### src/rtl/axis_frame_gen_pkg.sv
// -----------------------------------------------------------------------------
// axis_frame_gen_pkg
// Shared definitions for the AXI-Stream frame generator:
//   state_t       - generator FSM states (CSUM is reachable only when
//                   AXIS_FRAME_GEN_CHECKSUM_EN is defined)
//   AXIS_DATA_W   - stream data width
//   pattern_word  - builds the payload word {seq[15:0], idx[15:0]}
// No ports (package).
// -----------------------------------------------------------------------------
package axis_frame_gen_pkg;

  localparam int AXIS_DATA_W = 32;

  typedef enum logic [1:0] {
    IDLE = 2'd0,
    SEND = 2'd1,
    CSUM = 2'd2,
    DONE = 2'd3
  } state_t;

  function automatic logic [AXIS_DATA_W-1:0] pattern_word(input logic [15:0] seq,
                                                          input logic [15:0] idx);
    return {seq, idx};
  endfunction

endpackage

### src/rtl/axi_stream_bus.sv
// -----------------------------------------------------------------------------
// AXI_STREAM_BUS
// Minimal AXI-Stream bundle used across the interface test systems.
//   valid, last, data - driven by the SLAVE modport (transmitting end)
//   ready             - driven by the MASTER modport (receiving end)
// Parameter DATA_W sets the data width (defaults to AXIS_DATA_W).
// -----------------------------------------------------------------------------
interface AXI_STREAM_BUS
  import axis_frame_gen_pkg::*;
#(
  parameter int DATA_W = AXIS_DATA_W
) ();

  logic              valid;
  logic              ready;
  logic              last;
  logic [DATA_W-1:0] data;

  modport SLAVE  (output valid, output last, output data, input ready);
  modport MASTER (input valid, input last, input data, output ready);

endinterface

### src/rtl/axis_frame_gen.sv
// -----------------------------------------------------------------------------
// axis_frame_gen
// Generates a burst of pattern-filled frames on an AXI-Stream output.
// Each payload word is {seq[15:0], idx[15:0]}; last marks the frame end.
//
// Ports:
//   s_axis_clk    in   single clock
//   s_axis_reset  in   synchronous active-high reset
//   start         in   one-cycle burst request, sampled only in IDLE
//   len           in   payload words per frame (0 is treated as 1)
//   frames        in   frames per burst (0 completes with no traffic)
//   busy          out  high from the cycle after an accepted start until done
//   done          out  one-cycle completion pulse
//   frame_cnt     out  frames fully accepted in the current/last burst
//   m_axis        AXI_STREAM_BUS.SLAVE stream output
//
// Build option: define AXIS_FRAME_GEN_CHECKSUM_EN to append an XOR checksum
// word to every frame (last then moves to the checksum word).
// -----------------------------------------------------------------------------
module axis_frame_gen
  import axis_frame_gen_pkg::*;
#(
  parameter int LEN_W = 16,
  parameter int CNT_W = 8
) (
  input  logic             s_axis_clk,
  input  logic             s_axis_reset,
  input  logic             start,
  input  logic [LEN_W-1:0] len,
  input  logic [CNT_W-1:0] frames,
  output logic             busy,
  output logic             done,
  output logic [CNT_W-1:0] frame_cnt,
  AXI_STREAM_BUS.SLAVE     m_axis
);

  function automatic logic [CNT_W-1:0] sat_inc(input logic [CNT_W-1:0] v);
    return (v == '1) ? v : v + CNT_W'(1);
  endfunction

  state_t                  state;
  state_t                  state_next;
  logic [LEN_W-1:0]        len_q;
  logic [LEN_W-1:0]        idx;
  logic [CNT_W-1:0]        frames_q;
  logic [CNT_W-1:0]        frame_cnt_q;
  logic [15:0]             seq;
  logic                    hs;
  logic                    word_last;
  logic                    final_frame;
  logic                    axis_valid;
  logic                    axis_last;
  logic [AXIS_DATA_W-1:0]  axis_data;
  logic [AXIS_DATA_W-1:0]  word;
`ifdef AXIS_FRAME_GEN_CHECKSUM_EN
  logic [AXIS_DATA_W-1:0]  csum;
`endif

  assign hs          = axis_valid && m_axis.ready;
  assign word_last   = (idx == len_q - LEN_W'(1));
  // frame_cnt_q counts completed frames, so the frame in flight is the
  // last one when exactly frames_q-1 have already completed.
  assign final_frame = (frame_cnt_q == frames_q - CNT_W'(1));
  assign word        = pattern_word(seq, 16'(idx));

  // State register
  always_ff @(posedge s_axis_clk) begin
    if (s_axis_reset) begin
      state <= IDLE;
    end else begin
      state <= state_next;
    end
  end

  // Next-state logic
  always_comb begin
    state_next = state;
    case (state)
      IDLE: begin
        if (start) begin
          state_next = (frames == '0) ? DONE : SEND;
        end
      end
      SEND: begin
        if (hs && word_last) begin
`ifdef AXIS_FRAME_GEN_CHECKSUM_EN
          state_next = CSUM;
`else
          state_next = final_frame ? DONE : SEND;
`endif
        end
      end
`ifdef AXIS_FRAME_GEN_CHECKSUM_EN
      CSUM: begin
        if (hs) begin
          state_next = final_frame ? DONE : SEND;
        end
      end
`endif
      DONE:    state_next = IDLE;
      default: state_next = IDLE;
    endcase
  end

  // Output decode; every term comes straight from registers, so the
  // stream outputs only move on a clock edge and hold through stalls.
  always_comb begin
    axis_valid = 1'b0;
    axis_last  = 1'b0;
    axis_data  = '0;
    case (state)
      SEND: begin
        axis_valid = 1'b1;
        axis_data  = word;
`ifndef AXIS_FRAME_GEN_CHECKSUM_EN
        axis_last  = word_last;
`endif
      end
`ifdef AXIS_FRAME_GEN_CHECKSUM_EN
      CSUM: begin
        axis_valid = 1'b1;
        axis_last  = 1'b1;
        axis_data  = csum;
      end
`endif
      default: ;
    endcase
  end

  assign busy          = (state != IDLE);
  assign done          = (state == DONE);
  assign frame_cnt     = frame_cnt_q;
  assign m_axis.valid  = axis_valid;
  assign m_axis.last   = axis_last;
  assign m_axis.data   = axis_data;

  // Burst counters; they only advance on a handshake so the presented
  // word is frozen while ready is low.
  always_ff @(posedge s_axis_clk) begin
    if (s_axis_reset) begin
      len_q       <= LEN_W'(1);
      frames_q    <= '0;
      frame_cnt_q <= '0;
      idx         <= '0;
      seq         <= '0;
`ifdef AXIS_FRAME_GEN_CHECKSUM_EN
      csum        <= '0;
`endif
    end else begin
      case (state)
        IDLE: begin
          if (start) begin
            len_q       <= (len == '0) ? LEN_W'(1) : len;
            frames_q    <= frames;
            frame_cnt_q <= '0;
            idx         <= '0;
            seq         <= '0;
`ifdef AXIS_FRAME_GEN_CHECKSUM_EN
            csum        <= '0;
`endif
          end
        end
        SEND: begin
          if (hs) begin
`ifdef AXIS_FRAME_GEN_CHECKSUM_EN
            csum <= csum ^ word;
`endif
            if (word_last) begin
              idx <= '0;
`ifndef AXIS_FRAME_GEN_CHECKSUM_EN
              frame_cnt_q <= sat_inc(frame_cnt_q);
              seq         <= seq + 16'd1;
`endif
            end else begin
              idx <= idx + LEN_W'(1);
            end
          end
        end
`ifdef AXIS_FRAME_GEN_CHECKSUM_EN
        CSUM: begin
          if (hs) begin
            csum        <= '0;
            frame_cnt_q <= sat_inc(frame_cnt_q);
            seq         <= seq + 16'd1;
          end
        end
`endif
        default: ;
      endcase
    end
  end

endmodule

### src/flat_wrapper.sv
// flat-port wrapper written by rule: the top's interface ports become plain ports
module axis_frame_gen_flat import axis_frame_gen_pkg::*;
#(
  parameter int LEN_W = 16,
  parameter int CNT_W = 8
)
  (s_axis_clk, s_axis_reset, start, len, frames, busy, done, frame_cnt, m_axis_valid, m_axis_last, m_axis_data, m_axis_ready);
  AXI_STREAM_BUS m_axis_i ();
  input  logic s_axis_clk;
  input  logic s_axis_reset;
  input  logic start;
  input  logic [LEN_W-1:0] len;
  input  logic [CNT_W-1:0] frames;
  output logic busy;
  output logic done;
  output logic [CNT_W-1:0] frame_cnt;
  output wire logic [$bits(m_axis_i.valid)-1:0] m_axis_valid;
  output wire logic [$bits(m_axis_i.last)-1:0] m_axis_last;
  output wire logic [$bits(m_axis_i.data)-1:0] m_axis_data;
  input wire logic [$bits(m_axis_i.ready)-1:0] m_axis_ready;
  assign m_axis_valid = m_axis_i.valid;
  assign m_axis_last = m_axis_i.last;
  assign m_axis_data = m_axis_i.data;
  assign m_axis_i.ready = m_axis_ready;
  axis_frame_gen #(.LEN_W(LEN_W), .CNT_W(CNT_W)) u_core (.s_axis_clk(s_axis_clk), .s_axis_reset(s_axis_reset), .start(start), .len(len), .frames(frames), .busy(busy), .done(done), .frame_cnt(frame_cnt), .m_axis(m_axis_i));
endmodule
### config.mk
export PLATFORM = sky130hd
export DESIGN_NAME = axis_frame_gen_flat
export DESIGN_NICKNAME = d
export VERILOG_FILES = /design/src/rtl/axis_frame_gen_pkg.sv /design/src/rtl/axi_stream_bus.sv /design/src/rtl/axis_frame_gen.sv /design/src/flat_wrapper.sv
export SDC_FILE = /design/constraint.sdc
export NUM_CORES = 1
export LEC_CHECK = 0
export CORE_ASPECT_RATIO = 1.5
export CORE_UTILIZATION = 48
export DETAILED_ROUTE_END_ITERATION = 10
export MAX_ROUTING_LAYER = met4
export PLACE_DENSITY = 0.73
export SLEW_MARGIN = 5
export SYNTH_ARGS = -nofsm -noshare
export SYNTH_HDL_FRONTEND = slang
export SYNTH_SLANG_ARGS = --single-unit
### constraint.sdc
create_clock -name s_axis_clk -period 8.65 [get_ports s_axis_clk]
set_input_delay 2.595 -clock s_axis_clk [delete_from_list [all_inputs] [get_ports s_axis_clk]]
set_output_delay 2.595 -clock s_axis_clk [all_outputs]
set_load 0.05 [all_outputs]
==> results.toml, run 1 <==
[global_route]
grt_pass1_wl_um = 16600
grt_overflow = 0
grt_usage = 0.266
grt_max_degree = 37
antenna_found_initial = 0
grt_pass1_vias = 3520

[worst_setup_path]
worst-path-max-fanout = 7
cp-start-kind = "flop"
crit_required_ns = 6.06
cpMaxStageDelayCell = "clkdlybuf4s50_1"
endpoint_kind = "primary output"
r2r-end = "u_core.idx[3]"
crit_path_start = "u_core.len_q[0]"
r2r-start = "u_core.len_q[0]"
cpPeakStageDelay_ns = 0.80
critPathKind = "reg2out"
crit_arrival_ns = 3.62
endpoint = "m_axis_last"
rrSetupSlack_ns = 4.98
reg2reg_depth = 10
critical_path.cell_chain = "inv_1, ha_1, nor4b_2, xnor2_1, or4_4, a211oi_1, o21ai_0, nor4_1, and4b_1, clkdlybuf4s50_1"

[placement]
io_buffer_count = 71
dp_hpwl_um = 7420
placedCellCount = 623
placed_area_sq_um = 4530
gp_congestion = 0.899

[clocking]
clock_latency_ns = 0.33
cts_resized = 0
htree_levels = 3
clkSinkCount = 66
cts_buffer_depth = 2
postCtsSetupRepairBufs = 0
root_buffer = "clkbuf_16"
ctsHoldBuffers = 0
numCtsBuffers = 9
path_clk_slew_ns = 0.05
cts_tree = "yes"

[synth]
synth_ff_type = "dfxtp_1"
synth_adder_area_share = 0.0165
synth_edf_count = 0
synth-compound-area-share = 0.167
synth_top_family_by_area = "simple AND/OR/NAND/NOR gates"
syn_nets = 506
ys_async_sr_fraction = 0
synth_largest_type_area_fraction = 0.348
ys_ff_latch = 66
muxShareOfSynthArea = 0.00791
syn_avg_cell_area_sq_um = 8.03
synth_simple_gate_area_frac = 0.320
synthTopCellsByArea = "dfxtp_1 (35%), and2_1 (5.8%), xnor2_1 (5.8%), a21oi_1 (5.3%), nand2_1 (4.6%)"
yosysTopAreaCell = "dfxtp_1"
synthCells = 473
ys.warnings.count = 0
yosys.area_share.xor_xnor = 0.101
yosysUniqueCellTypes = 56
synth_seq_area_share = 0.348
syn_area_sq_um = 3800

[sta]
tightest_slew_ns = 0.913
setup_violations = 0
max_slew_margin = 0.389
rsz0062_at_grt = "false"
max_freq_mhz = 161
finalClockSkew_ns = 0.00350
slew_viol_final = 0
hold_viol = 0
fin_crit_ns = 6.21
fin_hold_ws_ns = 0.487
fin_crit_sh = 0.718
setup_tns_ns = 0

[pwr]
p_leak_nw = 1.64
power_mw = 0.832
peakVddDrop_mv = 0.112
powerDensity_nw_per_um2 = 171

[finish]
finalInstanceArea_sq_um = 4860
final_cell_mix = "clkdlybuf4s50_1 (71), dfxtp_1 (66), nand2_1 (47)"
fill_cells = 707
multi_input_area_sq_um = 2330
drive_gt1_frac = 0.0521
layout.nets = 565
layout_commonest_cell = "clkdlybuf4s50_1"
final_cells = 639
diodes = 0
ff_latch_area_sq_um = 1320
area_growth_pct = 28.0

[detailed_routing]
drtIter0Drc = 182
vias = 3631
drc_errors = 0
vias_per_cell = 5.68
postRouteAntennaNets = 0
drt_wl_total_um = 10100
drt_first_pass_iters = 5
wl_per_cell_um = 15.9

[status]
status = "completed"

[run]
max_cap_violations = 0

[floorplan]
core_area_sq_um = 7660
start_util = 0.496
die_w_um = 74.6
fp.dieH_um = 111
rows = 39
die_area_sq_um = 8280
ios = 72

[min_path]
hold_class = "reg2reg"
[cell usage after synthesis (5+ instances only)]
cell type	number
dfxtp_1	66
nand2_1	47
a21oi_1	40
and2_1	35
nor2_1	30
xnor2_1	25
nand3_1	23
xor2_1	19
clkbuf_1	18
or3_1	18
nor4_1	14
o21ai_1	14
a22o_1	12
inv_1	11
nor3_1	10
o21ai_0	9
and3_1	7
or4_1	7
nand4_1	6
o31ai_1	6
ha_1	5
nand3b_1	5
[flip-flops by register name, summed over array words and instances, names as in the netlist]
register,cells
u_core.seq,16
u_core.idx,16
u_core.state,2
u_core.len_q,16
u_core.frame_cnt,8
u_core.frames_q,8
[worst min-delay path by stage]
stage	slack [ns]	endpoint	cells after the start	from
finish	0.49	u_core.frames_q[7]	2	u_core.frames_q[7]
detailed placement	0.47	u_core.frames_q[1]	2	u_core.frames_q[1]
global placement	0.46	u_core.seq[5]	2	u_core.seq[5]
floorplan	0.45	u_core.frames_q[1]	2	u_core.frames_q[1]
CTS	0.49	u_core.frames_q[7]	2	u_core.frames_q[7]
global route	0.50	u_core.seq[15]	2	u_core.seq[15]
[cells by family after synthesis]
family | Yosys count
AND/OR/NAND/NOR | 219
AO/OA/AOI/OAI | 101
flip-flops | 66
XOR/XNOR | 44
buffers and inverters | 35
adder cells (fa/ha/maj) | 5
multiplexers | 3
[report_power, final]
group / switching [mW] / internal (mW) / total [mW]
clock: 0.141 / 0.260 / 0.401
sequential: 0.0124 / 0.312 / 0.324
combinational: 0.0618 / 0.0448 / 0.107
total: 0.215 / 0.617 / 0.832
[stage by stage]
stage	util	worst slack, ns
after floorplan	-	3.53
after global placement	0.592	2.97
after detailed placement	0.592	2.87
after CTS	0.635	2.46
after global routing	0.635	2.22
final	0.635	2.44
[routing by layer]
layer / up-vias / routed length (um) / global-route usage / share of wire
li1: 1809 / - / - / -
met1: 1718 / 4030 / 0.287 / 0.40
met2: 75 / 5480 / 0.459 / 0.54
met3: 29 / 298 / 0.0455 / 0.029
met4: 0 / 335 / 0.121 / 0.033
met5: - / 0 / - / 0
[critical path: cells and delay by family, from the launching register on]
family / cells / cell delay, ns
compound gates: 2 / 0.33
flops: 1 / 0.38
fa+ha+maj: 1 / 0.29
xor+xnor: 1 / 0.14
simple gates: 4 / 1.26
buf+inv: 2 / 0.90
[cell type report]
cell class	instances	area share
clock inverter	6	0.0183
multi-input combinational	372	0.478
sequential	66	0.272
tap	102	0.0262
timing repair buffer	72	0.148
inverter	11	0.00849
clock buffer	10	0.0492
(Power assumes the default switching activity.)
==> inputs of run 2 (changes only) <==
clock period = 6.5 ns   (was 8.65 ns; I/O delays follow)
==> run 2 against run 1 <==
Die area unchanged; clock skew grew 0.0016 ns; utilization is 0.29 points lower; non-clock buffer count is the same; power grew 28%; global-route usage shrank 0.71 points; sequential power rose by 33%; first-iteration DRC count is 4.9% higher; register-to-register slack got worse by 2.2 ns; count of clock-buffer cells in the layout grew 1; via count about the same; critical path type unchanged.
==> results.toml, run 2 (same netlist as run 1, synthesis figures left out) <==
[sta]
fin_crit_sh = 0.844
setup_ws_ns = 1.01
setup_violations = 0
setup_tns_ns = 0
tightest_slew_ns = 0.971
max_slew_margin = 0.350
hold_viol = 0
max_freq_mhz = 182
rsz0062_at_grt = "false"
finalClockSkew_ns = 0.00510
slew_viol_final = 0
fin_crit_ns = 5.49

[pwr]
powerDensity_nw_per_um2 = 220
pwr-share-seq = 0.406
intPower_mw = 0.790
peakVddDrop_mv = 0.254
power_switching_mw = 0.273
clkPwrFrac = 0.460
switching_share = 0.257
p_comb_frac = 0.134
p_leak_nw = 1.64

[clocking]
htree_levels = 3
cts_tree = "yes"
cts_resized = 0
postCtsSetupRepairBufs = 0
clock_latency_ns = 0.33
numCtsBuffers = 9
root_buffer = "clkbuf_16"
clkSinkCount = 66
ctsHoldBuffers = 0
cts_buffer_depth = 2
path_clk_slew_ns = 0.05

[detailed_routing]
vias_per_cell = 5.69
drt_first_pass_iters = 4
wl_per_cell_um = 15.6
drt_wl_total_um = 9950
vias = 3633
postRouteAntennaNets = 0
drtIter0Drc = 191
drc_errors = 0

[floorplan]
ios = 72
fp.dieH_um = 111
die_area_sq_um = 8280
rows = 39
die_w_um = 74.6
start_util = 0.496
core_area_sq_um = 7660

[worst_setup_path]
cpMaxStageDelayCell = "clkdlybuf4s50_1"
endpoint_kind = "primary output"
cpPeakStageDelay_ns = 0.80
path_buf_inv = 2
critical_path.cell_chain = "inv_1, ha_1, nor4b_2, xnor2_1, or4_4, a211oi_1, o21ai_0, nor4_1, and4b_1, clkdlybuf4s50_1"
crit_arrival_ns = 3.54
path_delay_family = "simple AND/OR/NAND/NOR gates"
cp-start-kind = "flop"
critPathKind = "reg2out"
crit_required_ns = 4.55
worst-path-max-fanout = 7

[global_route]
grt_usage = 0.259
grt_pass1_vias = 3394
grt_pass1_wl_um = 16200
antenna_found_initial = 0
grt_overflow = 0
grt_max_degree = 37

[placement]
gp_congestion = 0.899
pre_cts_slack_ns = 1.37
dp_hpwl_um = 7350
io_buffer_count = 71

[finish]
drive_gt1_frac = 0.0521
diodes = 0
reg_top3 = "u_core.idx (16), u_core.len_q (16), u_core.seq (16)"
area_growth_pct = 27.4
layout.nets = 565
layout_commonest_cell = "clkdlybuf4s50_1"
final_cell_mix = "clkdlybuf4s50_1 (71), dfxtp_1 (66), nand2_1 (47)"

[min_path]
hold_class = "reg2reg"

[status]
status = "completed"

[run]
max_cap_violations = 0
## run 2: path summary, 6_finish.rpt
kind                      startpoint                  to  slack [ns]  depth (start not counted)
setup / recovery     u_core.len_q[0]         m_axis_last        1.01                         10
hold / removal    u_core.frames_q[7]  u_core.frames_q[7]        0.48                          2
setup reg to reg     u_core.len_q[0]       u_core.idx[3]        2.81                         10
hold reg to reg   u_core.frames_q[7]  u_core.frames_q[7]        0.48                          2
## run 2: power groups by stage
| stage | Clock [mW] | Combinational, mW | Sequential [mW] |
|---|---|---|---|
| after floorplan | 0 | 0.104 | 0.433 |
| after global placement | 0 | 0.138 | 0.439 |
| after detailed placement | 0 | 0.141 | 0.440 |
| after CTS | 0.496 | 0.142 | 0.431 |
| after global routing | 0.514 | 0.156 | 0.433 |
| final | 0.489 | 0.142 | 0.431 |
## run 2: final cells by class
class                           count  area, sq um
Fill cell                         700         2820
Multi-Input combinational cell    372         2330
Sequential cell                    66         1320
Timing Repair Buffer               72          718
Clock buffer                       11          253
Tap cell                          102          128
Clock inverter                      5         52.6
Inverter                           11         41.3
## run 2: through the flow
step / hold WS (ns) / instance area, sq um / utilization / instances / total power, mW
after floorplan: 0.449 / 3800 / - / 473 / 0.537
after global placement: 0.462 / 4530 / 0.592 / 623 / 0.577
after detailed placement: 0.472 / 4530 / 0.592 / 623 / 0.580
after CTS: 0.480 / 4840 / 0.632 / 639 / 1.07
after global routing: 0.500 / 4840 / 0.632 / 639 / 1.10
final: 0.480 / 4840 / 0.632 / 639 / 1.06
## run 2: metal layers
metal  GRT usage  routed length (um)  share of wire
met1       0.288                3970           0.40
met2       0.436                5360           0.54
met3      0.0536                 316          0.032
met4       0.107                 303          0.030
met5           -                   0              0
## run 2: worst register-to-register path, delay by kind of cell (launching register included)
kind / cells / cell delay, ns
buf+inv: 1 / 0.11
fa+ha+maj: 1 / 0.27
flops: 1 / 0.37
simple gates: 4 / 1.50
compound gates: 4 / 1.36
